### src/rtl/riscv_pipe_pkg.sv
// Shared pipeline definitions: datapath widths, ALU op encodings and the
// ID/EX register layout with its bubble value.
package riscv_pipe_pkg;

  localparam int XLEN     = 32;
  localparam int REG_AW   = 5;
  localparam int ALU_OP_W = 4;

  localparam logic [ALU_OP_W-1:0] ALU_ADD  = 4'h0;
  localparam logic [ALU_OP_W-1:0] ALU_SUB  = 4'h1;
  localparam logic [ALU_OP_W-1:0] ALU_AND  = 4'h2;
  localparam logic [ALU_OP_W-1:0] ALU_OR   = 4'h3;
  localparam logic [ALU_OP_W-1:0] ALU_XOR  = 4'h4;
  localparam logic [ALU_OP_W-1:0] ALU_SLL  = 4'h5;
  localparam logic [ALU_OP_W-1:0] ALU_SRL  = 4'h6;
  localparam logic [ALU_OP_W-1:0] ALU_SRA  = 4'h7;
  localparam logic [ALU_OP_W-1:0] ALU_SLT  = 4'h8;
  localparam logic [ALU_OP_W-1:0] ALU_SLTU = 4'h9;
  localparam logic [ALU_OP_W-1:0] ALU_MUL  = 4'hA;

  // Everything the EX stage needs from one decoded instruction.
  typedef struct packed {
    logic                valid;
    logic [ALU_OP_W-1:0] alu_op;
    logic [REG_AW-1:0]   rs1;
    logic [REG_AW-1:0]   rs2;
    logic [XLEN-1:0]     rs1_data;
    logic [XLEN-1:0]     rs2_data;
    logic [XLEN-1:0]     imm;
    logic                alu_src;
    logic [XLEN-1:0]     pc_4;
    logic [REG_AW-1:0]   rd;
    logic                reg_write;
    logic                mem_read;
    logic                mem_write;
  } id_ex_t;

  // A bubble is an invalid ADD with no side effects and all data zeroed.
  localparam id_ex_t ID_EX_BUBBLE = '{alu_op: ALU_ADD, default: '0};

endpackage

### src/rtl/id_ex_stage_fwd_mux.sv
// Operand forwarding for one source register: picks the youngest in-flight
// result targeting that register, else the value latched at ID/EX capture.
module fwd_mux
  import riscv_pipe_pkg::*;
(
  input  logic [REG_AW-1:0] i_rs_addr,
  input  logic [XLEN-1:0]   i_rs_data,
  input  logic              i_exmem_reg_write,
  input  logic [REG_AW-1:0] i_exmem_rd,
  input  logic [XLEN-1:0]   i_exmem_result,
  input  logic              i_memwb_reg_write,
  input  logic [REG_AW-1:0] i_memwb_rd,
  input  logic [XLEN-1:0]   i_memwb_result,
  output logic [XLEN-1:0]   o_value
);

  // Select operand source; EX/MEM is younger so it wins over MEM/WB, and x0 is hard zero.
  always_comb begin
    // NOTE: assign a default first so every path drives o_value and no latch is inferred.
    o_value = i_rs_data;
    if (i_rs_addr == '0) begin
      o_value = '0;
    end else if (i_exmem_reg_write && (i_exmem_rd != '0) && (i_exmem_rd == i_rs_addr)) begin
      o_value = i_exmem_result;
    end else if (i_memwb_reg_write && (i_memwb_rd != '0) && (i_memwb_rd == i_rs_addr)) begin
      o_value = i_memwb_result;
    end
  end

endmodule

### src/rtl/id_ex_stage.sv
// ID/EX pipeline register with load-use bubble insertion, flush/hold handling,
// regfile write-through bypass at capture and EX-side operand forwarding.
module id_ex_stage
  import riscv_pipe_pkg::*;
(
  input  logic                clk,
  input  logic                reset,
  input  logic                id_valid_i,
  input  logic [ALU_OP_W-1:0] id_alu_op_i,
  input  logic [REG_AW-1:0]   id_rs1_addr_i,
  input  logic [REG_AW-1:0]   id_rs2_addr_i,
  input  logic                id_uses_rs1_i,
  input  logic                id_uses_rs2_i,
  input  logic [XLEN-1:0]     id_rs1_data_i,
  input  logic [XLEN-1:0]     id_rs2_data_i,
  input  logic [XLEN-1:0]     id_imm_i,
  input  logic                id_alu_src_i,
  input  logic [XLEN-1:0]     id_pc_4_i,
  input  logic [REG_AW-1:0]   id_rd_addr_i,
  input  logic                id_reg_write_i,
  input  logic                id_mem_read_i,
  input  logic                id_mem_write_i,
  input  logic                flush_i,
  input  logic                hold_i,
  input  logic                exmem_reg_write_i,
  input  logic [REG_AW-1:0]   exmem_rd_i,
  input  logic [XLEN-1:0]     exmem_result_i,
  input  logic                memwb_reg_write_i,
  input  logic [REG_AW-1:0]   memwb_rd_i,
  input  logic [XLEN-1:0]     memwb_result_i,
  output logic                ex_valid_o,
  output logic [ALU_OP_W-1:0] ALU_Operation_o,
  output logic [XLEN-1:0]     A_o,
  output logic [XLEN-1:0]     B_o,
  output logic [XLEN-1:0]     PC_4_o,
  output logic [XLEN-1:0]     ex_store_data_o,
  output logic [REG_AW-1:0]   ex_rd_o,
  output logic                ex_reg_write_o,
  output logic                ex_mem_read_o,
  output logic                ex_mem_write_o,
  output logic                stall_o
);

  id_ex_t            r_ex;
  id_ex_t            w_next;
  logic              w_load_use;
  logic              w_bypass_rs1;
  logic              w_bypass_rs2;
  logic [XLEN-1:0]   w_fwd_rs1;
  logic [XLEN-1:0]   w_fwd_rs2;

  // A register written back this cycle is not yet visible in the regfile read.
  assign w_bypass_rs1 = memwb_reg_write_i && (memwb_rd_i != '0) && (memwb_rd_i == id_rs1_addr_i);
  assign w_bypass_rs2 = memwb_reg_write_i && (memwb_rd_i != '0) && (memwb_rd_i == id_rs2_addr_i);

  // Assemble the next EX slot from ID fields; an empty ID slot carries no side effects.
  always_comb begin
    w_next           = ID_EX_BUBBLE;
    w_next.valid     = id_valid_i;
    w_next.alu_op    = id_alu_op_i;
    w_next.rs1       = id_rs1_addr_i;
    w_next.rs2       = id_rs2_addr_i;
    w_next.rs1_data  = w_bypass_rs1 ? memwb_result_i : id_rs1_data_i;
    w_next.rs2_data  = w_bypass_rs2 ? memwb_result_i : id_rs2_data_i;
    w_next.imm       = id_imm_i;
    w_next.alu_src   = id_alu_src_i;
    w_next.pc_4      = id_pc_4_i;
    w_next.rd        = id_rd_addr_i;
    w_next.reg_write = id_valid_i && id_reg_write_i;
    w_next.mem_read  = id_valid_i && id_mem_read_i;
    w_next.mem_write = id_valid_i && id_mem_write_i;
  end

  // A load in EX cannot forward its data yet, so a dependent ID instruction waits one cycle.
  assign w_load_use = r_ex.valid && r_ex.mem_read && (r_ex.rd != '0) && id_valid_i &&
                      ((id_uses_rs1_i && (id_rs1_addr_i == r_ex.rd)) ||
                       (id_uses_rs2_i && (id_rs2_addr_i == r_ex.rd)));

  // A flushed ID instruction is dead, so it never needs to stall IF/ID.
  assign stall_o = (w_load_use && !flush_i) || hold_i;

  // Pipeline register: reset > hold > flush/load-use bubble > capture.
  always_ff @(posedge clk) begin
    // NOTE: sequential state uses non-blocking assignment so every flop samples pre-edge values.
    if (!reset) begin
      r_ex <= ID_EX_BUBBLE;
    end else if (hold_i) begin
      r_ex <= r_ex;
    end else if (flush_i || w_load_use) begin
      r_ex <= ID_EX_BUBBLE;
    end else begin
      r_ex <= w_next;
    end
  end

  fwd_mux u_fwd_rs1 (
    .i_rs_addr         (r_ex.rs1),
    .i_rs_data         (r_ex.rs1_data),
    .i_exmem_reg_write (exmem_reg_write_i),
    .i_exmem_rd        (exmem_rd_i),
    .i_exmem_result    (exmem_result_i),
    .i_memwb_reg_write (memwb_reg_write_i),
    .i_memwb_rd        (memwb_rd_i),
    .i_memwb_result    (memwb_result_i),
    .o_value           (w_fwd_rs1)
  );

  fwd_mux u_fwd_rs2 (
    .i_rs_addr         (r_ex.rs2),
    .i_rs_data         (r_ex.rs2_data),
    .i_exmem_reg_write (exmem_reg_write_i),
    .i_exmem_rd        (exmem_rd_i),
    .i_exmem_result    (exmem_result_i),
    .i_memwb_reg_write (memwb_reg_write_i),
    .i_memwb_rd        (memwb_rd_i),
    .i_memwb_result    (memwb_result_i),
    .o_value           (w_fwd_rs2)
  );

  assign ex_valid_o      = r_ex.valid;
  assign ALU_Operation_o = r_ex.alu_op;
  assign A_o             = w_fwd_rs1;
  assign B_o             = r_ex.alu_src ? r_ex.imm : w_fwd_rs2;
  assign PC_4_o          = r_ex.pc_4;
  assign ex_store_data_o = w_fwd_rs2;
  assign ex_rd_o         = r_ex.rd;
  assign ex_reg_write_o  = r_ex.reg_write;
  assign ex_mem_read_o   = r_ex.mem_read;
  assign ex_mem_write_o  = r_ex.mem_write;

endmodule

### config.mk
export PLATFORM = sky130hd
export DESIGN_NAME = id_ex_stage
export DESIGN_NICKNAME = d
export VERILOG_FILES = /design/src/rtl/riscv_pipe_pkg.sv /design/src/rtl/id_ex_stage_fwd_mux.sv /design/src/rtl/id_ex_stage.sv
export SDC_FILE = /design/constraint.sdc
export NUM_CORES = 1
export LEC_CHECK = 0
export ABC_AREA = 1
export BUFFER_PORTS_ARGS = -buffer_cell sky130_fd_sc_hd__buf_2
export CELL_PAD_IN_SITES_DETAIL_PLACEMENT = 1
export CELL_PAD_IN_SITES_GLOBAL_PLACEMENT = 1
export CORE_MARGIN = 5
export CORE_UTILIZATION = 34
export CTS_CLUSTER_SIZE = 8
export DETAILED_ROUTE_END_ITERATION = 8
export GPL_TIMING_DRIVEN = 0
export PLACE_DENSITY = 0.9
export SETUP_SLACK_MARGIN = 0.3
export SLEW_MARGIN = 0
export SYNTH_ARGS = -nofsm -noshare
export SYNTH_HDL_FRONTEND = slang
export SYNTH_SLANG_ARGS = --single-unit
### constraint.sdc
create_clock -name clk -period 1.94 [get_ports clk]
set_input_delay 0 -clock clk [delete_from_list [all_inputs] [get_ports clk]]
set_output_delay 0 -clock clk [all_outputs]
set_load 0.01 [all_outputs]
### After elaboration in Yosys (flattened, before gate mapping)

Index checks and enable logic that the tools add are counted.

| operators by class | value |
|---|---|
| eq/ne operators | 8 |
| mux-type cells | 10 |
| reduce and logical (&&, ||, !) cells | 27 |

Operator list:

| kind | count |
|---|---|
| $mux W32 | 9 |
| $mux W152 | 1 |
| $eq A5 B5 Y1 | 8 |
| $logic_and A1 B1 Y1 | 18 |
| $reduce_bool A5 Y1 | 3 |
| $logic_not A5 Y1 | 2 |
| $logic_or A1 B1 Y1 | 3 |
| $logic_not A1 Y1 | 1 |

| storage, ports and cells | value |
|---|---|
| register bits after elaboration | 152 |
| bits of input ports | 234 |
| output and inout bits | 142 |
| word-level logic and storage cells | 58 |

### Depth between registers and ports, before layout

| depth | value |
|---|---|
| depth after elaboration | 7 |
| mapped depth | 14 |
| mapped depth without buffers | 12 |

### Cells and area by module

A second synthesis with hierarchy kept.

| unflattened totals | value |
|---|---|
| cell total of the unflattened synthesis | 1996 |
| area, all modules | 11269.6 um^2 |

Modules (own cells, without submodules):

| module | instances | cells an instance | area each (um^2) | sequential area each (um^2) |
|---|---|---|---|---|
| id_ex_stage | 1 | 1258 | 8126.5 | 3042.9 |
| fwd_mux | 2 | 369 | 1571.5 | 0.0 |

### Least setup slack after synthesis

OpenSTA, ideal clock, no wires.

| timing path | value |
|---|---|
| path type | register to output |
| start | register r_ex, in the netlist ex_rd_o[0] |
| end | output port stall_o |
| arrival | 1438 ps |
| data required time | 1940 ps |
| slack | 502 ps |
| cell stages (with the launch flop) | 11 |
| path buffers | 2 |
| cell sequence | dfxtp_1 > inv_1 > nand2_1 > nand2_1 > nor2_1 > nand3_1 > nand2_1 > nand2_2 > buf_2 > buf_2 > o21ai_0 |

| between the ends | value |
|---|---|
| longest elaborated chain between the ends | 6 |
| elaborated cells on any way between the ends | 11 |
| classes of those cells | 2 x eq/ne; 9 x reduce/logical |

RTL lines:

| element | line | text |
|---|---|---|
| start, declared | id_ex_stage.sv:44 | `id_ex_t r_ex;` |
| start signal, assigned | id_ex_stage.sv:88 | `r_ex <= r_ex;` |
| start signal, assigned | id_ex_stage.sv:92 | `r_ex <= w_next;` |
| $eq A5 B5 Y1, or another cell as far along | id_ex_stage.sv:76 | `((id_uses_rs1_i && (id_rs1_addr_i == r_ex.rd)) \|\|` |
| $logic_and A1 B1 Y1 (on tied branches) | id_ex_stage.sv:76, id_ex_stage.sv:75, id_ex_stage.sv:77 |  |
| $logic_or A1 B1 Y1 / $logic_and A1 B1 Y1 (equally long branches) | id_ex_stage.sv:76, id_ex_stage.sv:75 |  |
| $logic_and A1 B1 Y1 (*) | id_ex_stage.sv:75 | `assign w_load_use = r_ex.valid && r_ex.mem_read && (r_ex.rd != '0) && id_valid_i &&` |
| $logic_and A1 B1 Y1 (*) | id_ex_stage.sv:80 | `assign stall_o = (w_load_use && !flush_i) \|\| hold_i;` |
| $logic_or A1 B1 Y1 (*) | id_ex_stage.sv:80 |  |
| end, declared | id_ex_stage.sv:41 | `output logic stall_o` |

Mark *: on every way between the ends. The rest lies on a longest branch, timed or not.

### Worst setup path after layout

| timing path | value |
|---|---|
| start | register r_ex[140] in the netlist's numbering |
| end | output port B_o[15] |

| between the ends | value |
|---|---|
| longest elaborated chain between the ends | 6 |
| elaborated cells on any way between the ends | 9 |
| classes of those cells | 2 x eq/ne; 4 x mux; 3 x reduce/logical |

RTL lines:

| element | line | text |
|---|---|---|
| $eq A5 B5 Y1 | id_ex_stage_fwd_mux.sv:25 | `end else if (i_memwb_reg_write && (i_memwb_rd != '0) && (i_memwb_rd == i_rs_addr)) begin` |
| $logic_and A1 B1 Y1 | id_ex_stage_fwd_mux.sv:25 |  |
| $mux W32 | id_ex_stage_fwd_mux.sv:25 |  |
| $mux W32 | id_ex_stage_fwd_mux.sv:23 | `end else if (i_exmem_reg_write && (i_exmem_rd != '0) && (i_exmem_rd == i_rs_addr)) begin` |
| $mux W32 (*) | id_ex_stage_fwd_mux.sv:21 | `if (i_rs_addr == '0) begin` |
| $mux W32 (*) | id_ex_stage.sv:123 | `assign B_o = r_ex.alu_src ? r_ex.imm : w_fwd_rs2;` |
| end, declared | id_ex_stage.sv:34 | `output logic [XLEN-1:0] B_o,` |

Marked as above.

==> results.py <==
metrics = {
    "run": {
        "max_cap_violations": 0,
    },
    "clock_network": {
        "insertion_delay_ps": 450,
        "root_buffer": "clkbuf_16",
        "clock-sinks": 152,
        "clk_pin_slew_ps": 80,
        "cts_buffers": 17,
        "h-tree-depth": 4,
        "clock_path_buffers": 2,
        "cts_tree": "done",
    },
    "timing": {
        "final_hold_viol_count": 0,
        "fin_crit_sh_pct": 125,
        "hold_slack_ps": 14.5,
        "min_period_ps": 2420,
        "fin_ws_ps": -485,
        "tightest_slew_ps": 907,
        "finClkSkew_ps": 17.8,
        "relSlewSlack_pct": 39.6,
        "maxSlewViolCount": 0,
        "fmax_mhz": 412,
        "rsz0062_at_grt": "true",
        "setup_viol": 131,
    },
    "floorplanning": {
        "io-pin-count": 376,
        "core_area_mm2": 0.0314,
        "fp.dieH_um": 188,
        "die_x_um": 188,
        "die_area_mm2": 0.0353,
        "rows": 65,
        "start_util_pct": 34.3,
    },
    "setup_path": {
        "path_max_fanout": 5,
        "endpoint_kind": "primary output",
        "cpMaxStageDelayCell": "dfxtp_4",
        "crit_arrival_ps": 2420,
        "slowest_delay_ps": 420,
        "start_kind": "flop",
        "path_common_cell": "nand3_2",
        "worstSetupPathType": "flop to primary output",
        "critical_path.cell_chain": "xnor2_4 -> nand3_2 -> nor2_4 -> nand2_8 -> clkbuf_16 -> o21ai_0 -> inv_1 -> nand3_2 -> nand2_1 -> buf_6",
        "cp.required_ps": 1940,
    },
    "synth": {
        "synth_seq_cells": 152,
        "ys_warn_count": 0,
        "syn_inst": 1868,
        "ys_seq_area_share_pct": 28.3,
        "yosysUniqueCellTypes": 29,
        "syn_nets": 2102,
        "syn_area_per_cell_um2": 5.76,
        "syn-cell-area_mm2": 0.0108,
    },
    "cells_and_area": {
        "final_cell_mix": "nand2_1, buf_2, inv_1",
        "final_common_cell": "nand2_1",
        "seqCellArea_mm2": 0.00309,
        "drive_above_1_share_pct": 42.6,
        "syn_to_final_growth_pct": 72.4,
        "fin_area_mm2": 0.0186,
        "stdcell_count": 2861,
        "nFillCells": 4008,
        "nets": 2668,
        "multi_input_area_mm2": 0.00775,
    },
    "pwr": {
        "vdd_drop_max_mv": 0.539,
        "p_leak_uw": 0.0102,
        "total_power_uw": 10300,
        "p_per_area_mw_per_mm2": 553,
    },
    "route": {
        "drtIter0Drc": 2011,
        "via_count": 17100,
        "totalWireLength_mm": 79.1,
        "dr.pass1.iters": 9,
        "ant_nets": 0,
        "wl_per_cell_um": 27.6,
        "drc_errors": 15,
        "viasPerCell": 5.97,
    },
    "placement": {
        "dp_hpwl_mm": 41.1,
        "placed_cells": 2642,
        "routabilityCongestion": 0.908,
        "dpl_cell_area_mm2": 0.0131,
        "numPortBuffers": 372,
    },
    "global_route": {
        "grt_pass1_vias": 17400,
        "grt_usage_pct": 36.7,
        "grt_max_degree": 17,
        "grt_pass1_wl_mm": 102,
        "grt_antenna_before_repair": 14,
        "grt-ovfl-total": 0,
    },
    "run_status": {
        "status": "finished with violations",
        "violations": "design-rule violations, negative setup slack",
    },
    "hold_path": {
        "hp-class": "input pin to flop",
    },
}
[flip-flops by register name, summed over array words and instances (netlist names)]
| register | cells |
|---|---|
| ex_rd_o | 5 |
| r_ex | 107 |
| ex_reg_write_o | 1 |
| PC_4_o | 32 |
| ex_mem_read_o | 1 |
| ALU_Operation_o | 4 |
| ex_mem_write_o | 1 |
| ex_valid_o | 1 |
[synthesized netlist by cell type]
master | n | area share [%]
nand2_2 | 2 | 0.12
buf_2 | 37 | 1.7
clkbuf_1 | 66 | 2.3
xnor2_1 | 8 | 0.65
nand3_1 | 199 | 9.3
nor2_1 | 216 | 7.5
nand2_4 | 1 | 0.10
nand3_4 | 2 | 0.33
o21ai_1 | 2 | 0.093
o21ai_0 | 65 | 3.0
mux2i_1 | 3 | 0.28
nand2_1 | 529 | 18
a21oi_1 | 84 | 3.9
nor3_1 | 3 | 0.14
xor2_1 | 13 | 1.1
a21oi_2 | 1 | 0.081
nor2_4 | 2 | 0.21
dfxtp_1 | 152 | 28
nand4_1 | 119 | 6.9
buf_4 | 49 | 3.4
inv_4 | 1 | 0.058
inv_2 | 7 | 0.24
nor2_2 | 3 | 0.17
buf_1 | 11 | 0.38
clkinv_1 | 1 | 0.035
inv_1 | 277 | 9.7
nor3_4 | 1 | 0.15
nand3_2 | 3 | 0.28
buf_6 | 11 | 1.2
[path summary, 6_finish.rpt]
check | startpoint | endpoint | slack, ps | cells after the start
hold reg to reg | r_ex[56]$_SDFFE_PN0N_ | r_ex[56]$_SDFFE_PN0N_ | 470 | 2
setup reg to reg | ex_rd_o[4]$_SDFFE_PN0N_ | r_ex[86]$_SDFFE_PN0N_ | -170 | 14
hold / removal | id_valid_i | ex_valid_o$_SDFFE_PN0N_ | 10 | 5
setup / recovery | r_ex[140]$_SDFFE_PN0N_ | B_o[15] | -480 | 10
[area by class of cell]
| class | count | share of cell area [%] |
|---|---|---|
| timing repair buffer | 543 | 22.0 |
| antenna | 12 | 0.162 |
| buffer | 174 | 7.47 |
| clock buffer | 20 | 2.41 |
| clock inverter | 12 | 0.877 |
| inverter | 286 | 5.88 |
| tap | 402 | 2.71 |
| sequential | 152 | 16.7 |
| multi-input combinational | 1260 | 41.8 |
[layer usage]
| metal | routed length [um] | vias up | GRT usage [%] |
|---|---|---|---|
| li1 | - | 6956 | - |
| met1 | 26300 | 8037 | 39.8 |
| met2 | 36200 | 1500 | 62.4 |
| met3 | 8490 | 595 | 8.94 |
| met4 | 8020 | 2 | 26.5 |
| met5 | 13 | - | 0 |
[timing repair]
| item | 4_1_cts | 5_1_grt |
|---|---|---|
| gates cloned | 21 | 8 |
| hold buffers | 100 | 0 |
| resized for setup | 426 | 450 |
| setup endpoints to repair | 248 | 247 |
| pin swaps | 92 | 153 |
| endpoints found under the hold margin | 100 | 0 |
| buffers inserted | 31 | 15 |
[power breakdown]
group / total [uW] / internal, uW / leakage, uW / switching, uW
Sequential: 3360 / 3230 / 0.00125 / 128
Combinational: 3110 / 1140 / 0.00861 / 1970
Clock: 3780 / 2090 / 0.000292 / 1700
Total: 10300 / 6460 / 0.0102 / 3800
[worst max-delay path: cells and delay by family (launching register included)]
family,cells,cell delay (ps)
simple gates,5,750
compound gates,1,210
xor+xnor,1,130
flops,1,420
buf+inv,3,470
[stage by stage]
step | setup TNS (ps) | util, % | setup WS (ps)
after floorplan | 0 | - | 502
after global placement | -8790 | 41.8 | -270
after detailed placement | -12940 | 41.8 | -301
after CTS | -18570 | 53.2 | -273
after global routing | -40720 | 59.1 | -511
final | -32930 | 59.1 | -485
[logic make-up after synthesis]
family / synth area share (%)
DFF: 28.3
and+or+nand+nor: 43.7
AOI/OAI and AO/OA: 7.10
xor gates and xnor gates: 1.71
buffers and inverters: 19.0
muxes: 0.279
Note: power is estimated with default switching activity, not from simulation.
